==> src/rtl/flappy_pkg.sv <==
// Shared types and constants for the flappy game controller.
package flappy_pkg;

  typedef enum logic [1:0] {
    IDLE  = 2'd0,
    PLAY  = 2'd1,
    DYING = 2'd2,
    OVER  = 2'd3
  } game_state_t;

  localparam int ADDR_W = 2;
  localparam int DATA_W = 8;

  localparam logic [ADDR_W-1:0] ADDR_CTRL   = 2'd0;
  localparam logic [ADDR_W-1:0] ADDR_SCORE  = 2'd1;
  localparam logic [ADDR_W-1:0] ADDR_HIGH   = 2'd2;
  localparam logic [ADDR_W-1:0] ADDR_STATUS = 2'd3;

  localparam logic [9:0] GROUND_Y     = 10'd456;
  localparam logic [7:0] DEATH_FRAMES = 8'd60;
  localparam logic [9:0] BIRD_X       = 10'd160;

endpackage

==> src/rtl/game_state_ctrl_if.sv <==
// Avalon-MM slave bus bundle for the game controller register file.
interface game_state_ctrl_if;
  import flappy_pkg::*;

  logic              chipselect;
  logic              write;
  logic              read;
  logic [ADDR_W-1:0] address;
  logic [DATA_W-1:0] writedata;
  logic [DATA_W-1:0] readdata;

  modport master (
    output chipselect, write, read, address, writedata,
    input  readdata
  );

  modport slave (
    input  chipselect, write, read, address, writedata,
    output readdata
  );

endinterface

==> src/rtl/flap_edge_latch.sv <==
// Flap request latch: set by a button rising edge or a software request,
// cleared by frame_tick. A request coincident with the tick is reported
// on flap_req in that same cycle so the tick consumes it.
module flap_edge_latch (
  input  logic clk,
  input  logic reset,
  input  logic btn_flap,
  input  logic sw_flap,
  input  logic frame_tick,
  output logic flap_req
);

  logic btn_q;
  logic req_q;
  logic req_now;

  assign req_now  = (btn_flap & ~btn_q) | sw_flap;
  assign flap_req = req_q | req_now;

  // Button history for edge detect, and the request latch itself.
  always_ff @(posedge clk) begin
    if (reset) begin
      btn_q <= 1'b0;
      req_q <= 1'b0;
    end else begin
      btn_q <= btn_flap;
      if (frame_tick)
        req_q <= 1'b0;
      else if (req_now)
        req_q <= 1'b1;
    end
  end

endmodule

==> src/rtl/game_state_ctrl.sv <==
// Game flow controller: IDLE/PLAY/DYING/OVER sequencing on frame ticks,
// score keeping, collision flag and an Avalon-MM register window.
// Optional build macro IRQ_EN adds the irq_pend interrupt source.
//
// state | meaning
// IDLE  | waiting for a flap to start; world frozen
// PLAY  | running; score counts pipe passes
// DYING | death animation, DEATH_FRAMES ticks; world frozen
// OVER  | final score shown; flap returns to IDLE
module game_state_ctrl #(
  parameter logic [9:0] GROUND_Y     = flappy_pkg::GROUND_Y,
  parameter logic [7:0] DEATH_FRAMES = flappy_pkg::DEATH_FRAMES
) (
  input  logic               clk,
  input  logic               reset,
  input  logic               frame_tick,
  input  logic               pixel_valid,
  input  logic               bird_px,
  input  logic               pipe_px,
  input  logic [9:0]         bird_y,
  input  logic               pipe_pass,
  input  logic               btn_flap,
  game_state_ctrl_if.slave   bus,
  output logic [1:0]         game_state,
  output logic               freeze,
  output logic               flap_go,
  output logic               irq
);
  import flappy_pkg::*;

  game_state_t state_q;
  game_state_t state_d;

  logic       flap_req;
  logic       sw_flap;
  logic       wr_en;
  logic       rd_en;
  logic       wr_status;
  logic       overlap;
  logic       hit_q;
  logic       hit_now;
  logic       go_play;
  logic       go_dying;
  logic       go_over;
  logic       score_inc;
  logic       irq_bit;
  logic [7:0] score_q;
  logic [7:0] high_q;
  logic [7:0] frame_cnt_q;
  logic       hit_seen_q;
  logic       unused_wdata;

  assign wr_en     = bus.chipselect & bus.write;
  assign rd_en     = bus.chipselect & bus.read;
  assign sw_flap   = wr_en && (bus.address == ADDR_CTRL) && bus.writedata[0];
  assign wr_status = wr_en && (bus.address == ADDR_STATUS);

  assign unused_wdata = &{1'b0, bus.writedata[7:2]};

  flap_edge_latch u_flap_latch (
    .clk        (clk),
    .reset      (reset),
    .btn_flap   (btn_flap),
    .sw_flap    (sw_flap),
    .frame_tick (frame_tick),
    .flap_req   (flap_req)
  );

  // Ground contact only matters at the tick, where hit_now is consumed.
  assign overlap = pixel_valid & bird_px & pipe_px;
  assign hit_now = hit_q | overlap | (bird_y >= GROUND_Y);

  // Per-frame collision flag, cleared at every tick.
  always_ff @(posedge clk) begin
    if (reset || frame_tick)
      hit_q <= 1'b0;
    else if (overlap)
      hit_q <= 1'b1;
  end

  // State register.
  always_ff @(posedge clk) begin
    if (reset)
      state_q <= IDLE;
    else
      state_q <= state_d;
  end

  // Next-state logic; every transition is gated by frame_tick.
  always_comb begin
    state_d = state_q;
    if (frame_tick) begin
      case (state_q)
        IDLE:    if (flap_req) state_d = PLAY;
        PLAY:    if (hit_now) state_d = DYING;
        DYING:   if (frame_cnt_q == 8'd0) state_d = OVER;
        OVER:    if (flap_req) state_d = IDLE;
        default: state_d = IDLE;
      endcase
    end
  end

  // State-decoded outputs.
  always_comb begin
    game_state = state_q;
    freeze     = (state_q != PLAY);
  end

  assign go_play   = (state_q == IDLE)  && (state_d == PLAY);
  assign go_dying  = (state_q == PLAY)  && (state_d == DYING);
  assign go_over   = (state_q == DYING) && (state_d == OVER);
  assign score_inc = (state_q == PLAY) && pipe_pass && (score_q != 8'hFF);

  // Flap command follows a consuming tick in IDLE or PLAY, never from OVER.
  always_ff @(posedge clk) begin
    if (reset)
      flap_go <= 1'b0;
    else
      flap_go <= frame_tick && flap_req && ((state_q == IDLE) || (state_q == PLAY));
  end

  // Death-animation frame counter.
  always_ff @(posedge clk) begin
    if (reset)
      frame_cnt_q <= 8'd0;
    else if (go_dying)
      frame_cnt_q <= DEATH_FRAMES - 8'd1;
    else if (frame_tick && (state_q == DYING) && (frame_cnt_q != 8'd0))
      frame_cnt_q <= frame_cnt_q - 8'd1;
  end

  // Score: cleared on game start, saturating count of pipe passes in PLAY.
  always_ff @(posedge clk) begin
    if (reset)
      score_q <= 8'd0;
    else if (go_play)
      score_q <= 8'd0;
    else if (score_inc)
      score_q <= score_q + 8'd1;
  end

  // High score captured on entry to OVER.
  always_ff @(posedge clk) begin
    if (reset)
      high_q <= 8'd0;
    else if (go_over && (score_q > high_q))
      high_q <= score_q;
  end

  // Sticky hit indicator; a new hit wins over a coincident clear.
  always_ff @(posedge clk) begin
    if (reset)
      hit_seen_q <= 1'b0;
    else if (go_dying)
      hit_seen_q <= 1'b1;
    else if (wr_status && bus.writedata[1])
      hit_seen_q <= 1'b0;
  end

`ifdef IRQ_EN
  logic irq_pend_q;

  // Interrupt pending; a set wins over a coincident software clear.
  always_ff @(posedge clk) begin
    if (reset)
      irq_pend_q <= 1'b0;
    else if (go_over || score_inc)
      irq_pend_q <= 1'b1;
    else if (wr_status && bus.writedata[0])
      irq_pend_q <= 1'b0;
  end

  assign irq_bit = irq_pend_q;
  assign irq     = irq_pend_q;
`else
  assign irq_bit = 1'b0;
  assign irq     = 1'b0;
`endif

  // Registered read port, one cycle of latency; holds between reads.
  always_ff @(posedge clk) begin
    if (reset)
      bus.readdata <= 8'd0;
    else if (rd_en) begin
      case (bus.address)
        ADDR_CTRL:   bus.readdata <= {6'b0, state_q};
        ADDR_SCORE:  bus.readdata <= score_q;
        ADDR_HIGH:   bus.readdata <= high_q;
        ADDR_STATUS: bus.readdata <= {6'b0, hit_seen_q, irq_bit};
        default:     bus.readdata <= 8'd0;
      endcase
    end
  end

endmodule

==> src/flat_wrapper.sv <==
// flat-port wrapper written by rule: the top's interface ports become plain ports
module game_state_ctrl_flat import flappy_pkg::*;
#(
  parameter logic [9:0] GROUND_Y     = flappy_pkg::GROUND_Y,
  parameter logic [7:0] DEATH_FRAMES = flappy_pkg::DEATH_FRAMES
)
  (clk, reset, frame_tick, pixel_valid, bird_px, pipe_px, bird_y, pipe_pass, btn_flap, game_state, freeze, flap_go, irq, bus_chipselect, bus_write, bus_read, bus_address, bus_writedata, bus_readdata);
  game_state_ctrl_if bus_i ();
  input  logic clk;
  input  logic reset;
  input  logic frame_tick;
  input  logic pixel_valid;
  input  logic bird_px;
  input  logic pipe_px;
  input  logic [9:0] bird_y;
  input  logic pipe_pass;
  input  logic btn_flap;
  output logic [1:0] game_state;
  output logic freeze;
  output logic flap_go;
  output logic irq;
  input wire logic [$bits(bus_i.chipselect)-1:0] bus_chipselect;
  input wire logic [$bits(bus_i.write)-1:0] bus_write;
  input wire logic [$bits(bus_i.read)-1:0] bus_read;
  input wire logic [$bits(bus_i.address)-1:0] bus_address;
  input wire logic [$bits(bus_i.writedata)-1:0] bus_writedata;
  output wire logic [$bits(bus_i.readdata)-1:0] bus_readdata;
  assign bus_i.chipselect = bus_chipselect;
  assign bus_i.write = bus_write;
  assign bus_i.read = bus_read;
  assign bus_i.address = bus_address;
  assign bus_i.writedata = bus_writedata;
  assign bus_readdata = bus_i.readdata;
  game_state_ctrl #(.GROUND_Y(GROUND_Y), .DEATH_FRAMES(DEATH_FRAMES)) u_core (.clk(clk), .reset(reset), .frame_tick(frame_tick), .pixel_valid(pixel_valid), .bird_px(bird_px), .pipe_px(pipe_px), .bird_y(bird_y), .pipe_pass(pipe_pass), .btn_flap(btn_flap), .bus(bus_i), .game_state(game_state), .freeze(freeze), .flap_go(flap_go), .irq(irq));
endmodule
==> config.mk <==
export PLATFORM = sky130hd
export DESIGN_NAME = game_state_ctrl_flat
export DESIGN_NICKNAME = d
export VERILOG_FILES = /design/src/rtl/flappy_pkg.sv /design/src/rtl/game_state_ctrl_if.sv /design/src/rtl/flap_edge_latch.sv /design/src/rtl/game_state_ctrl.sv /design/src/flat_wrapper.sv
export SDC_FILE = /design/constraint.sdc
export NUM_CORES = 1
export LEC_CHECK = 0
export ABC_AREA = 1
export BUFFER_PORTS_ARGS = -buffer_cell sky130_fd_sc_hd__buf_4
export CAP_MARGIN = 30
export CORE_UTILIZATION = 40
export CTS_CLUSTER_DIAMETER = 200
export CTS_CLUSTER_SIZE = 8
export DETAILED_ROUTE_END_ITERATION = 8
export MAX_ROUTING_LAYER = met4
export PLACE_DENSITY = 0.67
export SLEW_MARGIN = 15
export SYNTH_ARGS = -nofsm -noshare
export SYNTH_HDL_FRONTEND = slang
export SYNTH_SLANG_ARGS = --single-unit
==> constraint.sdc <==
create_clock -name clk -period 2.1 [get_ports clk]
set_input_delay 0.42 -clock clk [delete_from_list [all_inputs] [get_ports clk]]
set_output_delay 0.42 -clock clk [all_outputs]
set_load 0.1 [all_outputs]
Word-level counts from Yosys, hierarchy flattened
Index checks and enable logic that the tools add are counted.
Storage, ports and cells
  register bits after elaboration: 39
  output and inout bits: 13
Cells by class
  $add $sub $neg: 2
  magnitude comparators: 2
  equal/unequal tests: 11
  mux-type cells: 11
  bitwise logic cells: 10
  reduce and logical (&&, ||, !) cells: 25
Operator list (count)
  $pmux 8 s4: 1
  $logic_and 1x1->1: 14
  $eq 2x2->1 const B: 6
  $mux 6: 2
  $ge 10x9->1 const B: 1
  $mux 2: 5
  $add 8x1->8 const B: 1
  $gt 8x8->1: 1
  $logic_not 8->1: 1
  $ne 8x8->1 const B: 1
  $pmux 2 s4: 1
  $reduce_bool 8->1: 1
  $sub 8x1->8 const B: 1
  $eq 2x1->1 const B: 3
  $reduce_or 2->1: 3
  $and 1x1->1: 5
  $logic_not 2->1: 2
  $or 1x1->1: 4
  $reduce_bool 2->1: 2
  $logic_or 1x1->1: 2
  $mux 1: 2
  $ne 2x1->1 const B: 1
  $not 1->1: 1

Depth between registers and ports, before layout
Gate-level depths: netlist of the first run.
  depth in word-level cells: 11
  gate-level depth with buffers: 14

Cells and area by module
A second synthesis of the first run with hierarchy kept.
Second synthesis, totals
  cells, all modules: 320
  area total of the unflattened synthesis: 2214.6 um2
By module, submodules not included
  game_state_ctrl: times used 1, cells each 308, area each 2129.5 um2
  flap_edge_latch: times used 1, cells each 12, area each 85.1 um2

Worst setup path before layout of the first run
No wires, ideal clock.
  kind: register to register
  start point: register u_core.state_q[1], in the netlist u_core.game_state[1]
  end point: register u_core.score_q[4]
  arrival time: 2386 ps
  required time: 1975 ps
  setup slack: -412 ps
  stages on the path, launching flop included: 10
  cells stage by stage: dfxtp_1 > nor2_1 > inv_1 > nor2_1 > nand2_2 > inv_2 > nand2_1 > nand2_1 > nand2_1 > nor2_1
Between the ends
  cells in the longest elaborated chain, start to end: 6
  elaborated cells between the ends (all ways): 15
RTL lines
  start: declaration: RTL line game_state_ctrl.sv:31  | game_state_t state_q;
  start signal: assignment: RTL line game_state_ctrl.sv:86  | state_q <= state_d;
  $eq 2x2->1 (tied with other cells): RTL line game_state_ctrl.sv:93  | case (state_q)
  $pmux 2 s4: RTL line game_state_ctrl.sv:93
  $mux 2: RTL line game_state_ctrl.sv:92  | if (frame_tick) begin
  $eq 2x1->1: RTL line game_state_ctrl.sv:109  | assign go_play = (state_q == IDLE) && (state_d == PLAY);
  $logic_and 1x1->1: RTL line game_state_ctrl.sv:109
  $reduce_or 2->1 (no line)
  end signal: assignment: RTL line game_state_ctrl.sv:139  | score_q <= score_q + 8'd1;
  end: declaration: RTL line game_state_ctrl.sv:47  | logic [7:0] score_q;
Parallel ways exist; a longest one is shown, timed or not.
A chain may end at the register's enable or synchronous reset.

Worst setup path in the final report of the first run
  start point: register u_core.state_q[0], in the netlist u_core.game_state[0]
  end point: output port freeze
Between the ends
  cells in the longest elaborated chain, start to end: 1
RTL lines
  $ne 2x1->1: RTL line game_state_ctrl.sv:106  | freeze = (state_q != PLAY);
  end: declaration: RTL line flat_wrapper.sv:19  | output logic freeze;
No other way between the ends.

==> flow_summary_export.csv, run 1 <==
group,metric,value,unit
final_layout,fin_util,50.1,%
global_route,grt_max_degree,17,
power,p_seq_share,47.0,%
yosys,synth_edf_count,0,
final_layout,n_antenna_cell,0,
sta,fin_crit_sh,85.8,%
detailed_routing,ant_nets,0,
final_layout,areaGrowthSynthToFinish,18.9,%
clock_tree,cts_setup_buffers,0,
floorplanning,initial_core_util,42.1,%
placement,hpwl,3.57,mm
critical_path,path_delay_family,"buffers and inverters",
run_status,status,"completed",
critical_path,slowest_stage,"dfxtp_4",
yosys,yosysSeqAreaShare,35.6,%
placement,port_buffers,33,
floorplanning,die_h,76.1,microns
detailed_routing,drt-wirelength-per-cell,10.8,microns
detailed_routing,vias,2053,
yosys,ys_warn_count,0,
clock_tree,htree_levels,2,
yosys,synth_cells,319,
global_route,grt_pass1_vias,1882,
sta,fin_setup_tns,0,ns
clock_tree,hold_buffers,0,
clock_tree,cts_made_buffers,5,
yosys,synth.distinct_cells,34,
yosys,syn_avg_cell_area,6.88,sq um
floorplanning,row_count,26,
sta,rsz0062_at_grt,"false",
critical_path,worstPathCellList,"inv_2 -> nor2_1 -> clkinvlp_4 -> buf_4",
global_route,antenna_found_initial,0,
placement,place_area,2530,sq um
sta,setup_violations,0,
final_layout,final_cell_mix,"nand2_1 (64), inv_1 (51), buf_4 (37), dfxtp_1 (37), nor2_1 (36)",
critical_path,slowest_delay,0.39,ns
power,netSwitchingPower,0.000562,W
clock_tree,path_clk_slew,0.07,ns
final_layout,final_nets,397,
detailed_routing,viasPerCell,4.81,
yosys,synth.cell_area,2190,sq um
power,power,0.00169,W
final_layout,drive_gt1_share,19.0,%
floorplanning,die_w,76.1,microns
clock_tree,cts.sinks,39,
global_route,overflow,0,
flow_run,drv_cap,0,
critical_path,required,1.68,ns
clock_tree,cts_tree,"done",
detailed_routing,drc,0,
detailed_routing,drtIter0Drc,97,
power,power.internal,0.00112,W
sta,finClkSkew,0.00375,ns
sta,hold_viol_final,0,
placement,routabilityCongestion,0.863,
power,leakage,1.21,nW
sta,holdWs,0.340,ns
detailed_routing,firstDrtPassIters,4,
floorplanning,fp.coreArea,5200,sq um
sta,slew_violations,0,
critical_path,crit_path_end_kind,"primary output",
final_layout,final_area,2610,sq um
critical_path,cp_max_fo,6,
sta,clock.fmax,555,MHz
clock_tree,clock_path_buffers,2,
floorplanning,die-area,5780,sq um
critical_path,critPathKind,"flop to primary output",
power,sw_frac_of_total,33.3,%
critical_path,arrival,1.38,ns
power,pwr-share-comb,24.0,%
clock_tree,cts_resized,0,
yosys,ys_async_sr_fraction,0,%
final_layout,num-fill-cells,541,
power,ir_drop,259,uV
clock_tree,clk_root_buffer_cell,"clkbuf_8",
critical_path,worst-path-buf-inv,3,
floorplanning,num_io_pins,44,
critical_path,startpoint_type,"flop",
clock_tree,clk_latency,0.29,ns
yosys,synth_seq_cells,39,
power,power_density,647,nW/um^2
global_route,track_usage,17.6,%
power,p_clk_share,29.0,%
global_route,grt_pass1_wl,8.09,mm
detailed_routing,wirelength,4.63,mm
min_path,hold_class,"input port to flop",
final_layout,mostFrequentLayoutCell,"nand2_1",
yosys,syn_nets,360,
sta,fin_crit,1.80,ns
yosys,synth_ff_type,"dfxtp_1",
-- path summary, 6_finish.rpt --
kind                                            start                   endpoint  slack [ns]  depth (start not counted)
worst min register to register       u_core.high_q[2]           u_core.high_q[2]        0.48                          2
worst max-delay path             u_core.game_state[0]                     freeze        0.30                          4
worst max register to register  u_core.frame_cnt_q[0]          u_core.score_q[6]        0.31                         11
worst min-delay path                         btn_flap  u_core.u_flap_latch.btn_q        0.34                          3
-- cell families (layout without fill, tap and decap cells) --
kind of cell               Yosys count  in the layout  share of synthesized area [%]
AOI/OAI and AO/OA                   55             55                           14.8
adders and majority gates           10             10                           5.70
buffers and inverters               65            103                           11.9
xor gates and xnor gates             5              5                           2.00
DFF                                 39             39                           35.6
other                                1              1                          0.171
and+or+nand+nor                    144            144                           29.9
-- power groups by stage --
stage	clock [W]	sequential (W)	combinational, W
6_report	0.000489	0.000793	0.000405
5_1_grt	0.000539	0.000797	0.000445
4_1_cts	0.000507	0.000793	0.000408
3_5_place_dp	0	0.000810	0.000405
3_3_place_gp	0	0.000810	0.000399
2_1_floorplan	0	0.000901	0.000219
-- layer usage --
| layer | global-route usage, % | part of all wire, % |
|---|---|---|
| met4 | 5.77 | 1.5 |
| met1 | 22.3 | 51 |
| met3 | 3.35 | 3.9 |
| met5 | - | 0 |
| met2 | 28.4 | 44 |
-- cell usage after synthesis (4+ instances only) --
master	instances	share of area, %
a21oi_1	23	5.2
dfxtp_1	39	36
ha_1	10	5.7
inv_1	52	8.9
inv_2	5	0.86
nand2_1	64	11
nand3_1	18	4.1
nand4_1	5	1.4
nor2_1	37	6.3
nor4_1	4	1.1
o21ai_0	17	3.9
o221ai_1	6	2.4
xor2_1	5	2.0
-- registers in the layout, summed over array words and instances, names as in the netlist --
signal	flops
u_core.frame_cnt_q	8
u_core.u_flap_latch.btn_q	1
u_core.flap_go	1
u_core.game_state	2
u_core.high_q	8
u_core.hit_q	1
u_core.u_flap_latch.req_q	1
u_core.bus.readdata	8
u_core.score_q	8
u_core.hit_seen_q	1
-- through the flow --
stage	setup slack [ns]	std cells
2_1_floorplan	0.0305	319
3_3_place_gp	0.373	419
3_5_place_dp	0.328	419
4_1_cts	0.274	427
5_1_grt	0.132	427
6_report	0.299	427
-- layout make-up --
cell class	count	area, sq um	area share (%)
sequential	39	786	30.1
timing repair buffer	37	278	10.6
clock inverter	1	5.00	0.192
multi-input combinational	215	1150	44.3
clock buffer	7	76.3	2.93
tap	70	87.6	3.36
inverter	58	221	8.49
-- worst register-to-register path, stage by stage, from the launching register on --
cell     delay, ns
dfxtp_1       0.33
inv_1         0.08
ha_1          0.19
nand2_1       0.07
nor2_1        0.18
nand3_1       0.11
nand2_1       0.09
nor2_2        0.04
nand2_2       0.08
nand2_4       0.07
o21ai_2       0.33
nor2_1        0.10
(Power assumes the default switching activity.)
==> run 2: changes to the inputs <==
PLACE_DENSITY = default   (was 0.67)
==> flow_summary_export.csv, run 2 (synthesis gave the netlist of run 1 again) <==
group,metric,value,unit
critical_path,worst-path-buf-inv,3,
critical_path,slowest_stage,"dfxtp_1",
sta,slew_violations,0,
critical_path,arrival,1.95,ns
floorplanning,fp.coreArea,5200,sq um
placement,hpwl,3.51,mm
global_route,grtUsageMet3,3.71,%
final_layout,areaGrowthSynthToFinish,18.7,%
floorplanning,row_count,26,
clock_tree,hold_buffers,0,
critical_path,slowest_delay,0.42,ns
critical_path,critPathKind,"flop to flop",
detailed_routing,drc,0,
sta,holdWs,0.341,ns
global_route,overflow,0,
critical_path,path_delay_family,"flip-flops",
clock_tree,cts_made_buffers,5,
detailed_routing,vias,2008,
clock_tree,clk_root_buffer_cell,"clkbuf_8",
run_status,status,"completed",
sta,clock.fmax,565,MHz
global_route,track_usage,17.7,%
clock_tree,clk_latency,0.29,ns
detailed_routing,drt-wirelength-per-cell,10.7,microns
detailed_routing,firstDrtPassIters,4,
min_path,hold_class,"input port to flop",
floorplanning,die_w,76.1,microns
detailed_routing,drtIter0Drc,66,
critical_path,worstPathCellList,"inv_1 -> ha_1 -> inv_1 -> a21oi_1 -> o21ai_0 -> nand2_1 -> a21oi_2 -> buf_4 -> nand3_1 -> nand2_1 -> nor2_1",
floorplanning,initial_core_util,42.1,%
final_layout,final_cell_mix,"nand2_1 (64), inv_1 (51), dfxtp_1 (37), nor2_1 (36), buf_4 (36)",
detailed_routing,wirelength,4.55,mm
clock_tree,cts_resized,0,
critical_path,crit_path_end_kind,"flop",
sta,setup_violations,0,
power,power_density,645,nW/um^2
final_layout,mostFrequentLayoutCell,"nand2_1",
clock_tree,clock_path_buffers,2,
power,power,0.00168,W
critical_path,startpoint_type,"flop",
detailed_routing,ant_nets,0,
final_layout,n_antenna_cell,0,
final_layout,drive_gt1_share,19.4,%
sta,rsz0062_at_grt,"false",
clock_tree,htree_levels,2,
floorplanning,die-area,5780,sq um
global_route,grt_pass1_wl,8.16,mm
placement,routabilityCongestion,0.822,
placement,port_buffers,33,
power,ir_drop,296,uV
clock_tree,cts_tree,"done",
global_route,grt_max_degree,17,
floorplanning,die_h,76.1,microns
clock_tree,cts.sinks,39,
critical_path,required,2.28,ns
detailed_routing,viasPerCell,4.71,
sta,finClkSkew,0.00599,ns
sta,fin_setup_tns,0,ns
sta,fin_crit,1.77,ns
sta,fin_crit_sh,84.3,%
global_route,met1_usage,22.7,%
floorplanning,num_io_pins,44,
final_layout,final_nets,396,
global_route,antenna_found_initial,0,
critical_path,cp_max_fo,14,
global_route,grt_pass1_vias,1866,
power,leakage,1.21,nW
clock_tree,path_clk_slew,0.07,ns
flow_run,drv_cap,0,
global_route,met2_usage,27.9,%
global_route,grt_busiest_layer,"met2",
clock_tree,cts_setup_buffers,0,
sta,hold_viol_final,0,
run 2: cell types whose count changed in the layout (fill, tap and decap cells not counted):
cell / change
clkinv_2: +2
clkbuf_1: -2
buf_4: -1
run 2: final cells by class:
| type | instances | area (sq um) |
|---|---|---|
| clock buffer | 5 | 68.8 |
| tap | 70 | 87.6 |
| clock inverter | 3 | 15.0 |
| timing repair buffer | 36 | 270 |
| sequential | 39 | 786 |
| fill | 531 | 2600 |
| inverter | 58 | 221 |
| multi-input combinational | 215 | 1150 |
run 2: path summary, 6_finish.rpt:
kind	slack, ns	cells past startpoint	start	end
setup / recovery	0.33	11	u_core.score_q[0]	u_core.high_q[5]
hold / removal	0.34	2	frame_tick	u_core.hit_q
setup reg to reg	0.33	11	u_core.score_q[0]	u_core.high_q[5]
hold reg to reg	0.48	2	u_core.high_q[2]	u_core.high_q[2]
run 2: metrics by stage:
step	cells	utilization (%)	setup WS (ns)	cell area, sq um
final	426	50.0	0.329	2600
after global routing	426	50.0	0.0681	2600
after CTS	426	50.0	0.302	2600
after global placement	418	48.4	0.342	2520
after detailed placement	418	48.4	0.331	2520
after floorplan	319	-	0.0305	2200
run 2: routing by layer:
metal / routed length (microns) / vias up
met1: 2370 / 877
met5: 0 / -
met4: 38 / 0
li1: - / 1093
met2: 1960 / 32
met3: 174 / 6
run 2: report_power, final:
part,leakage (nW),switching (W),internal [W],total (W)
Sequential,0.318,0.0000220,0.000770,0.000792
Combinational,0.847,0.000281,0.000120,0.000401
Clock,0.0477,0.000257,0.000227,0.000485
Total,1.21,0.000560,0.00112,0.00168
==> run 3: changes to the inputs <==
clock period = 1.47 ns   (was 2.1 ns; I/O delays follow)
==> flow_summary_export.csv, run 3 (synthesis gave the netlist of run 1 again) <==
group,metric,value,unit
critical_path,worstRegToRegCells,9,
final_layout,instances_no_fill,480,
critical_path,critPathKind,"flop to flop",
floorplanning,row_count,26,
detailed_routing,viasPerCell,4.83,
detailed_routing,wirelength,5.82,mm
global_route,overflow,0,
final_layout,num-fill-cells,455,
clock_tree,hold_buffers,0,
sta,setup_violations,11,
sta,fin_setup_tns,-1.05,ns
clock_tree,clk_latency,0.30,ns
clock_tree,clock_path_buffers,2,
final_layout,n_antenna_cell,0,
clock_tree,clk_root_buffer_cell,"clkbuf_8",
detailed_routing,drc,0,
sta,clock.fmax,615,MHz
critical_path,slowest_delay,0.36,ns
run_status,status,"complete, but fails checks",
clock_tree,path_clk_slew,0.08,ns
power,power_density,824,nW/um^2
sta,holdWs,0.251,ns
placement,routabilityCongestion,0.824,
power,ir_drop,730,uV
critical_path,cp_max_fo,8,
global_route,grt_max_degree,17,
power,power,0.00283,W
detailed_routing,vias,2317,
sta,hold_viol_final,0,
sta,finClkSkew,0.00744,ns
detailed_routing,firstDrtPassIters,5,
critical_path,required,1.68,ns
min_path,hold_class,"input port to flop",
sta,setup_ws,-0.157,ns
global_route,track_usage,21.1,%
floorplanning,die-area,5780,sq um
global_route,antenna_found_initial,0,
sta,rsz0062_at_grt,"true",
clock_tree,cts_made_buffers,5,
clock_tree,cts.sinks,39,
global_route,grt_pass1_vias,2088,
final_layout,final_nets,450,
detailed_routing,ant_nets,0,
final_layout,final_cell_mix,"buf_4 (82), nand2_1 (47), inv_1 (39), nor2_1 (30), dfxtp_1 (22)",
placement,port_buffers,33,
critical_path,reg2reg_slack,-0.16,ns
floorplanning,fp.coreArea,5200,sq um
sta,fin_crit,1.63,ns
critical_path,crit_path_end_kind,"flop",
final_layout,mostFrequentLayoutCell,"buf_4",
floorplanning,die_h,76.1,microns
placement,dp.cells,460,
final_layout,areaGrowthSynthToFinish,56.4,%
sta,fin_crit_sh,111,%
min_path,hold_depth,2,
critical_path,slowest_stage,"dfxtp_2",
power,leakage,1.58,nW
global_route,grt_pass1_wl,9.48,mm
critical_path,worstPathCellList,"inv_2 -> ha_4 -> nand2_4 -> o21a_1 -> a21oi_4 -> clkbuf_16 -> nand3_1 -> nand2_1 -> nor2_1",
floorplanning,initial_core_util,42.1,%
detailed_routing,drtIter0Drc,93,
clock_tree,htree_levels,2,
flow_run,drv_cap,0,
placement,hpwl,4.05,mm
clock_tree,cts_tree,"done",
floorplanning,num_io_pins,44,
detailed_routing,drt-wirelength-per-cell,12.1,microns
final_layout,drive_gt1_share,48.3,%
critical_path,startpoint_type,"flop",
run_status,failed_checks,"setup timing",
critical_path,arrival,1.83,ns
sta,slew_violations,0,
floorplanning,die_w,76.1,microns
[run 3: cell type report]
class                           instances  area (sq um)  area share, %
Clock buffer                            5          68.8           2.01
Inverter                               58           231           6.75
Clock inverter                          3          43.8           1.28
Timing Repair Buffer                   90           737           21.5
Tap cell                               70          87.6           2.55
Sequential cell                        39           815           23.7
Multi-Input combinational cell        215          1450           42.2
[run 3: worst max-delay path: cells and delay by family, from the launching register on]
family          cells  cell delay, ns
fa+ha+maj           1            0.27
compound gates      2            0.42
buf+inv             2            0.24
flops               1            0.36
simple gates        4            0.23
[run 3: path summary, 6_finish.rpt]
| kind | start | endpoint |
|---|---|---|
| setup / recovery | u_core.high_q[7] | u_core.high_q[3] |
| setup reg to reg | u_core.high_q[7] | u_core.high_q[3] |
| hold reg to reg | u_core.high_q[4] | u_core.high_q[4] |
| hold / removal | reset | u_core.game_state[0] |
[run 3: per-stage QoR]
| stage | worst slack (ns) | util (%) | cell area, sq um |
|---|---|---|---|
| after global routing | -0.203 | 65.9 | 3430 |
| after CTS | -0.0966 | 62.0 | 3230 |
| after detailed placement | -0.128 | 56.8 | 2960 |
| after global placement | -0.117 | 56.8 | 2960 |
| after floorplan | -0.466 | - | 2300 |
| final | -0.157 | 65.9 | 3430 |
[run 3: metal layers]
metal	track usage [%]	part of all wire, %	vias to the layer above
met3	3.35	3.5	12
li1	-	-	1223
met1	27.2	49	1034
met2	32.8	45	48
met5	-	0	-
met4	9.23	2.3	0
[run 3: repair_timing]
action,CTS,global route
cloned,0,1
endpoints found under the setup margin,23,24
pin swaps,14,27
gates resized for setup,35,38
setup buffers,7,5
[run 3: where the power goes]
group	leakage (nW)	switching [W]	internal, W
combinational	1.19	0.000486	0.000295
clock	0.0581	0.000413	0.000506
sequential	0.327	0.0000316	0.00110
